### config.mk
export PLATFORM = sky130hd
export DESIGN_NAME = clk_ratio_meter
export DESIGN_NICKNAME = d
export VERILOG_FILES = /design/src/rtl/clk_meas_pkg.sv /design/src/rtl/sync_edge_det.sv /design/src/rtl/clk_ratio_meter.sv
export SDC_FILE = /design/constraint.sdc
export NUM_CORES = 1
export LEC_CHECK = 0
export ABC_AREA = 1
export CAP_MARGIN = 20
export CORE_ASPECT_RATIO = 1.1
export CORE_MARGIN = 1
export CORE_UTILIZATION = 55
export DETAILED_ROUTE_END_ITERATION = 16
export GPL_TIMING_DRIVEN = 0
export PLACE_DENSITY = 0.76
export SLEW_MARGIN = 10
export SYNTH_ARGS = -nofsm -noshare
export SYNTH_HDL_FRONTEND = slang
export SYNTH_SLANG_ARGS = --single-unit
### constraint.sdc
create_clock -name clk -period 3.5 [get_ports clk]
set_input_delay 0.525 -clock clk [delete_from_list [all_inputs] [get_ports clk]]
set_output_delay 0.525 -clock clk [all_outputs]
set_load 0.005 [all_outputs]
### src/rtl/clk_meas_pkg.sv
// Shared types and helpers for the divided-clock ratio meter.
package clk_meas_pkg;

  typedef enum logic [1:0] {
    IDLE    = 2'd0,
    SEEK    = 2'd1,
    MEASURE = 2'd2,
    LOCKED  = 2'd3
  } meas_state_t;

  localparam int unsigned CNT_W_MAX = 32;
  // Counter saturation pattern; sliced down to the instance counter width.
  localparam logic [CNT_W_MAX-1:0] CNT_SAT_FULL = '1;

  // Unsigned magnitude compare with one extra bit so the difference never wraps.
  function automatic logic within_tol(input logic [CNT_W_MAX-1:0] meas,
                                      input logic [CNT_W_MAX-1:0] exp_v,
                                      input logic [CNT_W_MAX-1:0] tol);
    logic [CNT_W_MAX:0] diff;
    if (meas >= exp_v) diff = {1'b0, meas} - {1'b0, exp_v};
    else               diff = {1'b0, exp_v} - {1'b0, meas};
    return diff <= {1'b0, tol};
  endfunction

endpackage

### src/rtl/sync_edge_det.sv
// Two-flop synchronizer plus previous-value flop giving a one-cycle rise strobe.
// DUTY_MEAS_EN additionally exposes the synchronized level.
module sync_edge_det (
  input  logic clk,
  input  logic rst,
  input  logic d,
`ifdef DUTY_MEAS_EN
  output logic level,
`endif
  output logic rise
);

  logic sync1;
  logic sync2;
  logic prev;

  always_ff @(posedge clk) begin
    if (rst) begin
      sync1 <= 1'b0;
      sync2 <= 1'b0;
      prev  <= 1'b0;
    end else begin
      sync1 <= d;
      sync2 <= sync1;
      prev  <= sync2;
    end
  end

  assign rise = sync2 & ~prev;
`ifdef DUTY_MEAS_EN
  assign level = sync2;
`endif

endmodule

### src/rtl/clk_ratio_meter.sv
// Measures the rise-to-rise period of div_in in clk cycles and checks it against exp_ratio.
// Optional macro DUTY_MEAS_EN adds the high_time output (synchronized high cycles per period).
module clk_ratio_meter
  import clk_meas_pkg::*;
#(
  parameter int unsigned CNT_W      = 16,
  parameter int unsigned LOCK_COUNT = 4,
  parameter int unsigned TOL        = 0
) (
  input  logic             clk,
  input  logic             rst,
  input  logic             en,
  input  logic             div_in,
  input  logic [CNT_W-1:0] exp_ratio,
  output logic [CNT_W-1:0] period,
  output logic             period_valid,
`ifdef DUTY_MEAS_EN
  output logic [CNT_W-1:0] high_time,
`endif
  output logic             locked,
  output logic             err
);

  localparam int unsigned MC_W = $clog2(LOCK_COUNT + 1);
  localparam logic [CNT_W-1:0] CNT_SAT = CNT_SAT_FULL[CNT_W-1:0];
  localparam logic [MC_W-1:0]  MC_LOCK = MC_W'(LOCK_COUNT);

  meas_state_t      state;
  meas_state_t      state_next;
  logic             rise;
  logic [CNT_W-1:0] cnt;
  logic [MC_W-1:0]  mc;
  logic [MC_W-1:0]  mc_plus;
  logic             cnt_sat;
  logic             cmp_en;
  logic             in_tol;

  logic clr_all;
  logic active;
  logic meas;
  logic timeout;
  logic miss;
  logic mc_inc;
  logic mc_clr;
  logic set_lock;
  logic clr_lock;
  logic set_err;

`ifdef DUTY_MEAS_EN
  logic             level;
  logic [CNT_W-1:0] hcnt;
`endif

  sync_edge_det u_sync (
    .clk   (clk),
    .rst   (rst),
    .d     (div_in),
`ifdef DUTY_MEAS_EN
    .level (level),
`endif
    .rise  (rise)
  );

  assign cnt_sat = (cnt == CNT_SAT);
  assign cmp_en  = (exp_ratio >= CNT_W'(2));
  assign in_tol  = within_tol(CNT_W_MAX'(cnt), CNT_W_MAX'(exp_ratio), CNT_W_MAX'(TOL));
  assign mc_plus = mc + 1'b1;

  always_ff @(posedge clk) begin
    if (rst) state <= IDLE;
    else     state <= state_next;
  end

  // A rise coinciding with saturation is measured; only a rise-free saturated cycle times out.
  always_comb begin
    state_next = state;
    case (state)
      IDLE:    if (en) state_next = SEEK;
      SEEK:    if (rise) state_next = MEASURE;
      MEASURE: begin
        if (rise) begin
          if (cmp_en && in_tol && (mc_plus == MC_LOCK)) state_next = LOCKED;
        end else if (cnt_sat) begin
          state_next = SEEK;
        end
      end
      LOCKED: begin
        if (rise) begin
          if (cmp_en && !in_tol) state_next = MEASURE;
        end else if (cnt_sat) begin
          state_next = SEEK;
        end
      end
      default: state_next = IDLE;
    endcase
    if (!en) state_next = IDLE;
  end

  always_comb begin
    clr_all  = !en || (state == IDLE);
    active   = en && ((state == MEASURE) || (state == LOCKED));
    meas     = active && rise;
    timeout  = active && !rise && cnt_sat;
    miss     = meas && cmp_en && !in_tol;
    mc_inc   = meas && cmp_en && in_tol && (state == MEASURE);
    mc_clr   = timeout || miss;
    set_lock = mc_inc && (mc_plus == MC_LOCK);
    clr_lock = timeout || miss;
    set_err  = timeout || (miss && (state == LOCKED));
  end

  always_ff @(posedge clk) begin
    if (rst) begin
      cnt          <= '0;
      mc           <= '0;
      period       <= '0;
      period_valid <= 1'b0;
      locked       <= 1'b0;
      err          <= 1'b0;
    end else begin
      period_valid <= meas;
      if (meas) period <= cnt;

      if (clr_all)       cnt <= '0;
      else if (rise)     cnt <= CNT_W'(1);
      else if (!cnt_sat) cnt <= cnt + 1'b1;

      if (clr_all || mc_clr) mc <= '0;
      else if (mc_inc)       mc <= mc_plus;

      if (clr_all || clr_lock) locked <= 1'b0;
      else if (set_lock)       locked <= 1'b1;

      if (clr_all)      err <= 1'b0;
      else if (set_err) err <= 1'b1;
    end
  end

`ifdef DUTY_MEAS_EN
  always_ff @(posedge clk) begin
    if (rst) begin
      hcnt      <= '0;
      high_time <= '0;
    end else begin
      if (meas) high_time <= hcnt;
      if (clr_all)                      hcnt <= '0;
      else if (rise)                    hcnt <= CNT_W'(1);
      else if (level && hcnt != CNT_SAT) hcnt <= hcnt + 1'b1;
    end
  end
`endif

endmodule

---- After elaboration in Yosys (flattened, before gate mapping) ----
Index checks and enable logic that the tools add are counted.
word-level totals
  register bits ........................... 43
  bits of input ports ..................... 20
  output and inout bits ................... 19
  logic and storage cells ................. 67
cells by class
  add/sub/neg operators ................... 4
  magnitude comparators ................... 3
  equality and inequality tests ........... 9
  multiplexer cells ....................... 10
  bitwise gates (word level) .............. 3
  reduce and logical (&&, ||, !) cells .... 27
operators by type and width
  kind                                                                count
  subtractor 16 x 16 -> 17 bit                                        2
  <= comparator 33 x 1 -> 1 bit, second input constant                1
  2-to-1 mux 33 bit                                                   1
  adder 16 x 1 -> 16 bit, second input constant                       1
  equality test 16 bit, second input constant                         1
  greater-or-equal comparator 16 bit                                  1
  greater-or-equal comparator 16 x 2 -> 1 bit, second input constant  1
  logical AND 1 bit                                                   13
  2-to-1 mux 2 bit                                                    6
  case mux 2 bit (4 select lines)                                     1
  inequality test 3 bit, second input constant                        2
  OR reduction 2 bit                                                  3
  logical OR 1 bit                                                    5
  equality test 2 bit, second input constant                          2
  inequality test 2 bit, second input constant                        2
  adder 3 x 1 -> 3 bit, second input constant                         1
  equality test 3 bit, second input constant                          1
  logical NOT 1 bit                                                   3
  AND reduction 3 bit                                                 1
  OR reduction 3 bit                                                  1
  equality test 2 x 1 -> 1 bit, second input constant                 1
  logical NOT 2 bit                                                   1
  2-to-1 mux 1 bit                                                    2
  inverter 1 bit                                                      2
  AND 1 bit                                                           1

---- Longest topological paths before layout ----
Gate-level depths: netlist of the first run.
  depth after elaboration ................. 9
  mapped depth ............................ 22
  gate-level depth less buffers ........... 22

---- By module ----
From an unflattened synthesis of the first run, not the netlist that was laid out.
unflattened totals
  cell total of the unflattened synthesis .. 708
  area total of the unflattened synthesis .. 4120.2 µm²
by module, submodules not included
  module           times used  cells an instance  area each (µm²)
  clk_ratio_meter  1           698                4033.9
  sync_edge_det    1           10                 86.3

---- Least setup slack after synthesis of the first run ----
Ideal clock, no wire load.
  kind .................................... input -> register
  start ................................... input port exp_ratio[11]
  end ..................................... register locked
  library setup time ...................... 66 ps
  arrival ................................. 2372 ps
  path slack .............................. 1062 ps
  stages on the path ...................... 16
  buffers on the path ..................... 0
  path through ............................ inv_1 ha_1 nand2_2 inv_1 nand2_1 nand2_1 a21oi_1 nand3_2 inv_2 nand3_1 nand2_1 nand3_1 nor2_4 nand3_2 or2_0 a21oi_2
between the ends
  word-level cells in the longest chain between the ends .. 8
  elaborated cells between the ends (all ways) .. 15
  classes of those cells .................. 2 x add/sub; 3 x order compare; 1 x mux; 9 x reduce/logical
RTL lines
  what                                                  RTL line                RTL
  start: declaration                                    clk_ratio_meter.sv:14   input logic [CNT_W-1:0] exp_ratio,
  subtractor 16 x 16 -> 17 bit (tied with other cells)  clk_meas_pkg.sv:21      else diff = {1'b0, exp_v} - {1'b0, meas};
  2-to-1 mux 33 bit                                     clk_meas_pkg.sv:20      if (meas >= exp_v) diff = {1'b0, meas} - {1'b0, exp_v};
  <= comparator 33 x 1 -> 1 bit                         clk_meas_pkg.sv:22      return diff <= {1'b0, tol};
  logical NOT 1 bit                                     clk_ratio_meter.sv:104  miss = meas && cmp_en && !in_tol;
  logical AND 1 bit                                     clk_ratio_meter.sv:104
  logical OR 1 bit                                      clk_ratio_meter.sv:108  clr_lock = timeout || miss;
  logical OR 1 bit                                      clk_ratio_meter.sv:131  if (clr_all || clr_lock) locked <= 1'b0;
  OR reduction 2 bit (no source line)                   --
  end signal: assignment                                clk_ratio_meter.sv:118  locked <= 1'b0;
  end signal: assignment                                clk_ratio_meter.sv:131
  end signal: assignment                                clk_ratio_meter.sv:132  else if (set_lock) locked <= 1'b1;
  end: declaration                                      clk_ratio_meter.sv:20   output logic locked,
Parallel ways exist; a longest one is shown, timed or not.
A chain may end at the register's enable or synchronous reset.

---- Worst setup path after layout of the first run ----
  start ................................... input port exp_ratio[6]
  end ..................................... register mc[0]
between the ends
  word-level cells in the longest chain between the ends .. 8
  elaborated cells between the ends (all ways) .. 14
  classes of those cells .................. 2 x add/sub; 3 x order compare; 1 x mux; 8 x reduce/logical
RTL lines
  what                                                  RTL line                RTL
  subtractor 16 x 16 -> 17 bit (tied with other cells)  clk_meas_pkg.sv:21
  2-to-1 mux 33 bit                                     clk_meas_pkg.sv:20
  <= comparator 33 x 1 -> 1 bit                         clk_meas_pkg.sv:22
  logical NOT 1 bit                                     clk_ratio_meter.sv:104
  logical AND 1 bit                                     clk_ratio_meter.sv:104
  logical OR 1 bit                                      clk_ratio_meter.sv:106  mc_clr = timeout || miss;
  logical OR 1 bit                                      clk_ratio_meter.sv:128  if (clr_all || mc_clr) mc <= '0;
  OR reduction 2 bit (no source line)                   --
  end signal: assignment                                clk_ratio_meter.sv:129  else if (mc_inc) mc <= mc_plus;
  end: declaration                                      clk_ratio_meter.sv:32   logic [MC_W-1:0] mc;
Parallel ways exist; a longest one is shown, timed or not.

==> results of run 1 <==
routing by layer:
layer,vias up,global-route usage,wire [um],share of wire
met4,0,0.108,265,0.025
met1,1935,0.331,4560,0.43
met3,24,0.0236,305,0.029
met5,-,0,0,0
met2,90,0.566,5460,0.52
li1,2210,-,-,-
worst max path at each step:
| stage | from | endpoint | depth (start not counted) | slack, ps |
|---|---|---|---|---|
| floorplan | exp_ratio[11] | locked | 16 | 1060 |
| global placement | exp_ratio[11] | locked | 15 | 90 |
| detailed placement | exp_ratio[6] | mc[0] | 20 | 20 |
| CTS | exp_ratio[6] | mc[0] | 20 | 320 |
| global route | exp_ratio[11] | mc[2] | 18 | 60 |
| finish | exp_ratio[6] | mc[0] | 20 | 290 |
cells in the mapped netlist (all sizes together):
master | number | share of area
clkbuf | 6 | 0.0057
a21oi | 38 | 0.051
o21ai | 16 | 0.020
o21bai | 1 | 0.0028
nor4 | 3 | 0.0047
a211oi | 19 | 0.036
and2 | 1 | 0.0019
nand2 | 210 | 0.20
nor3 | 13 | 0.021
nand4 | 14 | 0.022
nor2 | 76 | 0.081
buf | 3 | 0.0054
inv | 125 | 0.12
ha | 35 | 0.11
dfxtp | 43 | 0.22
nand3 | 51 | 0.071
clkinv | 2 | 0.0019
or2 | 2 | 0.0032
xor2 | 5 | 0.011
a31oi | 3 | 0.0047
a21boi | 1 | 0.0019
o21a | 2 | 0.0038
nand3b | 1 | 0.0019
critical path: stages:
cell             delay (ps)
clkdlybuf4s50_1         510
inv_1                    70
ha_1                    410
nand2_2                 140
inv_1                    80
a21oi_1                 190
nand2_1                 160
nand2_1                 110
nand2_1                  50
nand2_1                  50
nand2_1                  40
nor2_1                  110
nand2_1                  60
nand2_1                  60
nand2_1                  60
nor2_2                  260
nand2_2                 140
nor3_4                  170
nand2_1                  90
a21oi_1                 140
power by group:
| group | internal [mW] | switching (mW) |
|---|---|---|
| sequential | 0.492 | 0.00294 |
| clock | 0.140 | 0.165 |
| combinational | 0.0790 | 0.131 |
state kept, by name (all words and copies together), names as in the netlist, 2 cells and up:
signal,cells
cnt,16
period,16
mc,3
state,2
per-stage QoR:
step	utilization	hold WS, ps	instances	power, mW
after floorplan	-	388	670	0.648
after global placement	0.636	396	793	0.709
after detailed placement	0.636	408	793	0.714
after CTS	0.647	420	801	1.01
after global routing	0.647	441	801	1.06
final	0.647	416	801	1.01
logic make-up after synthesis:
group | count (synthesis) | synth area share
flops | 43 | 0.217
xor+xnor | 5 | 0.0110
simple gates | 371 | 0.410
fa+ha+maj | 35 | 0.110
buf+inv | 136 | 0.131
compound gates | 80 | 0.120
placed cells by master, fill, tap and decap left out, types with 2 or more instances in the layout:
cell type,count
nand4_1,14
a21oi_2,3
clkbuf_1,8
buf_2,2
clkinv_1,2
clkdlybuf4s50_1,38
inv_2,5
xor2_1,5
nor2_2,11
inv_1,120
dfxtp_1,43
a31oi_1,3
o21a_1,2
nor3_1,11
a211oi_1,19
nand3_1,46
a21oi_1,35
o21ai_0,15
nand3_2,5
nor2_1,64
nand2_2,9
ha_1,35
nor4_1,3
clkbuf_8,5
nand2_1,201
area by class of cell:
| cell class | count | area (sq um) | share of cell area |
|---|---|---|---|
| Clock buffer | 7 | 76.3 | 0.0168 |
| Buffer | 9 | 43.8 | 0.00966 |
| Timing Repair Buffer | 38 | 380 | 0.0839 |
| Multi-Input combinational cell | 491 | 2580 | 0.570 |
| Tap cell | 85 | 106 | 0.0235 |
| Sequential cell | 43 | 861 | 0.190 |
| Clock inverter | 1 | 5.00 | 0.00110 |
| Inverter | 127 | 477 | 0.105 |
==> results.json, run 1 <==
{
  "clock_latency_ps": 300,
  "r2r_cells": 14,
  "required_ps": 3730,
  "cts_tree": "yes",
  "clock_skew_ps": 4.44,
  "max_slew_margin": 0.656,
  "globalRoute.totalOverflow": 0,
  "cts_buffer_depth": 2,
  "fmax_mhz": 312,
  "end_kind": "flip-flop",
  "syn2layout_area_growth_pct": 14.3,
  "syn_inst": 670,
  "slew_viol_final": 0,
  "cts_num_sinks": 43,
  "path_clk_slew_ps": 80,
  "peakVddDrop_mv": 0.242,
  "worst-path-max-fanout": 7,
  "die_w_um": 83.0,
  "min_to": "u_sync.sync2",
  "final_cell_area_sq_mm": 0.00453,
  "ios": 39,
  "grt_pass1_vias": 4142,
  "clock-root-buffer": "clkbuf_8",
  "finalSetupViolations": 0,
  "p_per_area_mw_per_mm2": 223,
  "numCtsBuffers": 5,
  "dieHeight_um": 91.1,
  "coreArea_sq_mm": 0.00701,
  "syn_nets": 725,
  "hold_buffers": 0,
  "ys_seq_elements": 43,
  "period_minus_slack_ps": 3210,
  "finalHoldViolCount": 0,
  "synth.distinct_cells": 34,
  "min_path_cells": 2,
  "drt_pass1_iterations": 4,
  "drc": 0,
  "r2r_slack_ps": 720,
  "path_class": "in -> reg",
  "critPathArrivalTime_ps": 3430,
  "drive_above_1_share": 0.0670,
  "first_iter_violations": 129,
  "routedWlPerCell_um": 13.2,
  "outcome": "completed",
  "holdCritPathClass": "reg -> reg",
  "r2r_start": "cnt[11]",
  "maxCapViolCount": 0,
  "rows": 32,
  "pre_cts_ws_ps": 15.6,
  "cts_resized": 0,
  "placed_area_sq_mm": 0.00445,
  "avgSynthCellArea_sq_um": 5.92,
  "portBuffers": 38,
  "htree_num_levels": 2,
  "antenna_found_initial": 0,
  "track_usage": 0.293,
  "viasPerCell": 5.32,
  "leakagePower_nw": 2.25,
  "regToRegEndpoint": "mc[0]",
  "antenna_cells": 0,
  "initial_core_util": 0.566,
  "fin_crit_sh": 0.916,
  "worstMarginPinSlew_ps": 516,
  "startpoint_type": "input port",
  "place_hpwl_um": 8860,
  "nNetsFinal": 770,
  "grt_pass1_wl_um": 18200,
  "ys_warn_count": 0,
  "vias": 4259,
  "setup_ws_ps": 293,
  "ant_nets": 0,
  "min_from": "u_sync.sync1",
  "tns_ps": 0,
  "drt-total-wl_um": 10600,
  "grt_max_degree": 13,
  "syn-cell-area_sq_mm": 0.00397,
  "seq_area_frac_synth": 0.217,
  "post_cts_buffers": 0,
  "place.gp.congestion": 0.906,
  "rsz0062_at_grt": "no",
  "die_area_sq_mm": 0.00756,
  "nFillCells": 687
}
Note: power is estimated with default switching activity, not from simulation.
==> run 2, diff against run 1 <==
--- a/config.mk
+++ b/config.mk
@@ -7,7 +7,7 @@
 export LEC_CHECK = 0
 export ABC_AREA = 1
 export CAP_MARGIN = 20
-export CORE_ASPECT_RATIO = 1.1
+export CORE_ASPECT_RATIO = 2
 export CORE_MARGIN = 1
 export CORE_UTILIZATION = 55
 export DETAILED_ROUTE_END_ITERATION = 16
==> run 2 against run 1 <==
  * Non-clock buffer count did not move
  * Via count up 2.5%
  * Global-route usage grew 4.6 points
  * Sequential cell count stayed put
  * Final area increased by 2.1%
  * Combinational power grew 2%
==> results.json, run 2 (synthesis results as in run 1) <==
{
  "outcome": "completed",
  "grt_max_degree": 15,
  "drt_pass1_iterations": 5,
  "portBuffers": 38,
  "worstPathBufferInverterCount": 3,
  "r2r_start": "cnt[11]",
  "r2r_slack_ps": 700,
  "finalHoldViolCount": 0,
  "clock_skew_ps": 4.61,
  "antenna_found_initial": 0,
  "ant_nets": 0,
  "dieHeight_um": 122,
  "min_path_cells": 2,
  "leakagePower_nw": 2.28,
  "routedWlPerCell_um": 14.4,
  "period_minus_slack_ps": 3240,
  "coreArea_sq_mm": 0.00694,
  "globalRoute.totalOverflow": 0,
  "min_to": "u_sync.sync2",
  "drt-total-wl_um": 11600,
  "worstPathCellList": "clkdlybuf4s50_1, inv_1, ha_1, a21oi_1, nand2_1, a21oi_1, nand3_2, inv_2, nand3_1, nand2_1, nand3_1, nor2_4, nand2_2, nor3_4, nand2_1, a21oi_1",
  "path_clk_slew_ps": 60,
  "largest_registers": "cnt (16), period (16), mc (3)",
  "htree_num_levels": 2,
  "finalSetupViolations": 0,
  "end_kind": "flip-flop",
  "critical_path.top_delay_family": "simple AND/OR/NAND/NOR gates",
  "utilization": 0.667,
  "regToRegEndpoint": "mc[2]",
  "fin_crit_sh": 0.926,
  "initial_core_util": 0.571,
  "grt_pass1_vias": 4240,
  "drive_above_1_share": 0.0740,
  "antenna_cells": 0,
  "nNetsFinal": 770,
  "maxCapViolCount": 0,
  "p_per_area_mw_per_mm2": 257,
  "first_iter_violations": 267,
  "cts_num_sinks": 43,
  "cts_tree": "yes",
  "die_area_sq_mm": 0.00758,
  "path_class": "in -> reg",
  "final_common_cell": "nand2_1",
  "fmax_mhz": 309,
  "grt_pass1_wl_um": 18800,
  "holdCritPathClass": "reg -> reg",
  "r2r_cells": 14,
  "mostFrequentLayoutCells": "nand2_1, inv_1, nor2_1",
  "placed_area_sq_mm": 0.00446,
  "drc": 0,
  "critPathSlowestCell": "clkdlybuf4s50_1",
  "rsz0062_at_grt": "no",
  "ios": 39,
  "worst-path-max-fanout": 7,
  "required_ps": 3720,
  "peakVddDrop_mv": 0.383,
  "clock-root-buffer": "clkbuf_16",
  "place_hpwl_um": 9530,
  "syn2layout_area_growth_pct": 16.7,
  "numCtsBuffers": 5,
  "track_usage": 0.339,
  "final_cell_area_sq_mm": 0.00463,
  "die_w_um": 62.0,
  "cp_slowest_stage_delay_ps": 500,
  "rows": 43,
  "min_from": "u_sync.sync1",
  "slew_viol_final": 0,
  "startpoint_type": "input port",
  "max_slew_margin": 0.568,
  "hold_buffers": 0,
  "critPathArrivalTime_ps": 3460,
  "nFillCells": 681,
  "clock_latency_ps": 290,
  "hold_ws_ps": 408,
  "worstMarginPinSlew_ps": 642,
  "cts_buffer_depth": 2,
  "viasPerCell": 5.42,
  "vias": 4367,
  "place.gp.congestion": 0.944
}
==> run 2: changes by cell type in the layout (fill, tap and decap cells not counted), sizes merged <==
cell      change
clkbuf        -1
clkinvlp      +1
==> run 2: report_power, final <==
part / leakage (nW) / switching (mW) / internal, mW / total (mW)
logic: 1.86 / 0.135 / 0.0798 / 0.215
registers: 0.347 / 0.00286 / 0.493 / 0.496
clock network: 0.0731 / 0.196 / 0.285 / 0.481
total: 2.28 / 0.334 / 0.858 / 1.19
==> run 2: worst max path at each step <==
stage                             start  endpoint  cells past startpoint
after detailed placement  exp_ratio[11]     mc[2]                     16
after global routing      exp_ratio[11]     mc[2]                     16
after floorplan           exp_ratio[11]    locked                     16
after global placement    exp_ratio[11]     mc[2]                     16
after CTS                 exp_ratio[11]     mc[2]                     16
final                     exp_ratio[11]     mc[2]                     16
==> run 2: metrics by stage <==
step                      power (mW)  worst slack (ps)  TNS [ps]  std cells
after floorplan                0.648              1060         0        670
after global placement         0.711              20.2         0        798
after global routing            1.24              10.3         0        806
final                           1.19               260         0        806
after CTS                       1.19               288         0        806
after detailed placement       0.715             -9.29     -9.29        798
==> run 2: repair_timing <==
action / in CTS / in global routing
setup buffers: 0 / 0
endpoints found under the setup margin: 0 / 5
resized for setup: 0 / 4
hold endpoints to repair: 0 / 0
==> run 2: worst min-delay path, delay by kind of cell, from the launching register on <==
kind | cells | cell delay (ps)
buffers and inverters | 1 | 40
and+or+nand+nor | 1 | 30
DFF | 1 | 300
==> run 2: per-layer routing <==
layer / GRT usage / share of wire / up-vias
li1: - / - / 2211
met1: 0.325 / 0.36 / 1997
met2: 0.606 / 0.55 / 114
met3: 0.0594 / 0.032 / 45
met4: 0.238 / 0.060 / 0
met5: 0 / 0 / -
==> run 2: final cells by class <==
| type | instances | area [sq um] | area share |
|---|---|---|---|
| Buffer | 9 | 43.8 | 0.00946 |
| Clock inverter | 2 | 16.3 | 0.00351 |
| Sequential cell | 43 | 861 | 0.186 |
| Inverter | 127 | 477 | 0.103 |
| Tap cell | 90 | 113 | 0.0243 |
| Clock buffer | 6 | 139 | 0.0300 |
| Timing Repair Buffer | 38 | 380 | 0.0822 |
| Multi-Input combinational cell | 491 | 2600 | 0.562 |
==> run 3, diff against run 2 <==
--- a/config.mk
+++ b/config.mk
@@ -13,6 +13,7 @@
 export DETAILED_ROUTE_END_ITERATION = 16
 export GPL_TIMING_DRIVEN = 0
 export PLACE_DENSITY = 0.76
+export REMOVE_ABC_BUFFERS = 1
 export SLEW_MARGIN = 10
 export SYNTH_ARGS = -nofsm -noshare
 export SYNTH_HDL_FRONTEND = slang
==> run 3 against run 2 <==
  * Combinational power is essentially flat
  * Via count shrank 2.3%
  * Register-to-register slack barely moved
  * Non-clock buffer count fell by 8
  * Global-route usage shrank 1.8 points
  * Critical path depth did not move
  * Setup slack improved by 12 ps
  * Sequential share of layout area grew 0.050 points
  * Utilization decreased by 0.18 points
  * Final area fell by 0.27%
  * Clock skew is essentially flat
  * Power shrank 1.1%
  * Largest power group unchanged
==> results.json, run 3 (synthesis results as in run 1) <==
{
  "outcome": "completed",
  "path_clk_slew_ps": 60,
  "slew_viol_final": 0,
  "drive_above_1_share": 0.0777,
  "largest_registers": "cnt (16), period (16), mc (3)",
  "fmax_mhz": 310,
  "drt_pass1_iterations": 5,
  "hold_buffers": 0,
  "cts_buffer_depth": 2,
  "rsz0062_at_grt": "no",
  "initial_core_util": 0.571,
  "portBuffers": 38,
  "coreArea_sq_mm": 0.00694,
  "end_kind": "flip-flop",
  "drt-total-wl_um": 10800,
  "clock_skew_ps": 4.93,
  "antenna_found_initial": 0,
  "min_to": "u_sync.sync2",
  "startpoint_type": "input port",
  "worstMarginPinSlew_ps": 794,
  "post_cts_buffers": 0,
  "htree_num_levels": 2,
  "p_per_area_mw_per_mm2": 255,
  "peakVddDrop_mv": 0.366,
  "viasPerCell": 5.35,
  "r2r_cells": 14,
  "rows": 43,
  "die_w_um": 62.0,
  "grt_pass1_wl_um": 17900,
  "die_area_sq_mm": 0.00758,
  "clock-root-buffer": "clkbuf_16",
  "path_class": "in -> reg",
  "final_common_cell": "nand2_1",
  "worstSetupStartpoint": "exp_ratio[11]",
  "fin_crit_sh": 0.922,
  "tns_ps": 0,
  "finalHoldViolCount": 0,
  "maxCapViolCount": 0,
  "min_path_cells": 2,
  "utilization": 0.665,
  "syn2layout_area_growth_pct": 16.4,
  "r2r_start": "cnt[11]",
  "min_from": "u_sync.sync1",
  "period_minus_slack_ps": 3230,
  "nFillCells": 666,
  "critPathArrivalTime_ps": 3450,
  "numCtsBuffers": 5,
  "drc": 0,
  "grt_pass1_vias": 4071,
  "mostFrequentLayoutCells": "nand2_1, inv_1, nor2_1",
  "finalSetupViolations": 0,
  "r2r_slack_ps": 710,
  "place_hpwl_um": 8840,
  "max_slew_margin": 0.469,
  "vias": 4267,
  "routedWlPerCell_um": 13.6,
  "grt_max_degree": 24,
  "leakagePower_nw": 2.27,
  "worst-path-max-fanout": 7,
  "regToRegEndpoint": "mc[0]",
  "cts_resized": 0,
  "place.gp.congestion": 0.944,
  "ios": 39,
  "track_usage": 0.322,
  "globalRoute.totalOverflow": 0,
  "cts_num_sinks": 43,
  "clock_latency_ps": 290,
  "cts_tree": "yes",
  "ant_nets": 0,
  "required_ps": 3720,
  "antenna_cells": 0,
  "dieHeight_um": 122,
  "holdCritPathClass": "reg -> reg",
  "first_iter_violations": 312,
  "nNetsFinal": 762
}
run 3: cell count changes in the layout (fill, tap and decap cells not counted), sizes merged:
cell / delta
clkbuf: -5
buf: -2
clkinvlp: -1
run 3: how the worst max path moves through the flow:
stage | to | slack [ps] | depth (start not counted)
final | mc[0] | 270 | 16
after global routing | mc[0] | 10 | 17
after CTS | mc[0] | 320 | 16
after detailed placement | mc[0] | 20 | 16
after global placement | locked | 80 | 15
after floorplan | locked | 1060 | 16
run 3: power by group:
part	internal, mW	switching, mW
Combinational	0.0793	0.134
Clock	0.285	0.185
Sequential	0.493	0.00275
run 3: critical path: stages:
cell and delay [ps]:
clkdlybuf4s50_1 500, inv_1 70, ha_1 410, a21oi_1 280, nand2_1 100, a21oi_1 260
nand3_2 220, inv_2 140, nand3_1 80, nand2_1 60, nand2_1 70, nor2_2 220
nand2_2 130, nor3_4 170, nand2_1 80, a21oi_1 120
run 3: layer usage:
layer	part of all wire	global-route usage
met4	0.079	0.228
met1	0.36	0.331
met5	0	0
met3	0.050	0.0573
met2	0.51	0.550
run 3: area by class of cell:
cell class	instances	area, sq um	share of cell area
Clock inverter	1	8.76	0.00190
Multi-Input combinational cell	491	2610	0.565
Inverter	127	477	0.103
Tap cell	90	113	0.0244
Sequential cell	43	861	0.186
Timing Repair Buffer	39	408	0.0883
Clock buffer	7	143	0.0309
run 3: metrics by stage:
| stage | area, sq um | cells | power, mW | setup WS (ps) | hold WS, ps |
|---|---|---|---|---|---|
| after floorplan | 3920 | 661 | 0.643 | 1060 | 388 |
| after global placement | 4420 | 789 | 0.707 | 75.0 | 397 |
| after detailed placement | 4440 | 790 | 0.711 | 24.2 | 398 |
| after CTS | 4590 | 798 | 1.18 | 318 | 409 |
| after global routing | 4620 | 798 | 1.24 | 9.62 | 445 |
| final | 4620 | 798 | 1.18 | 272 | 404 |
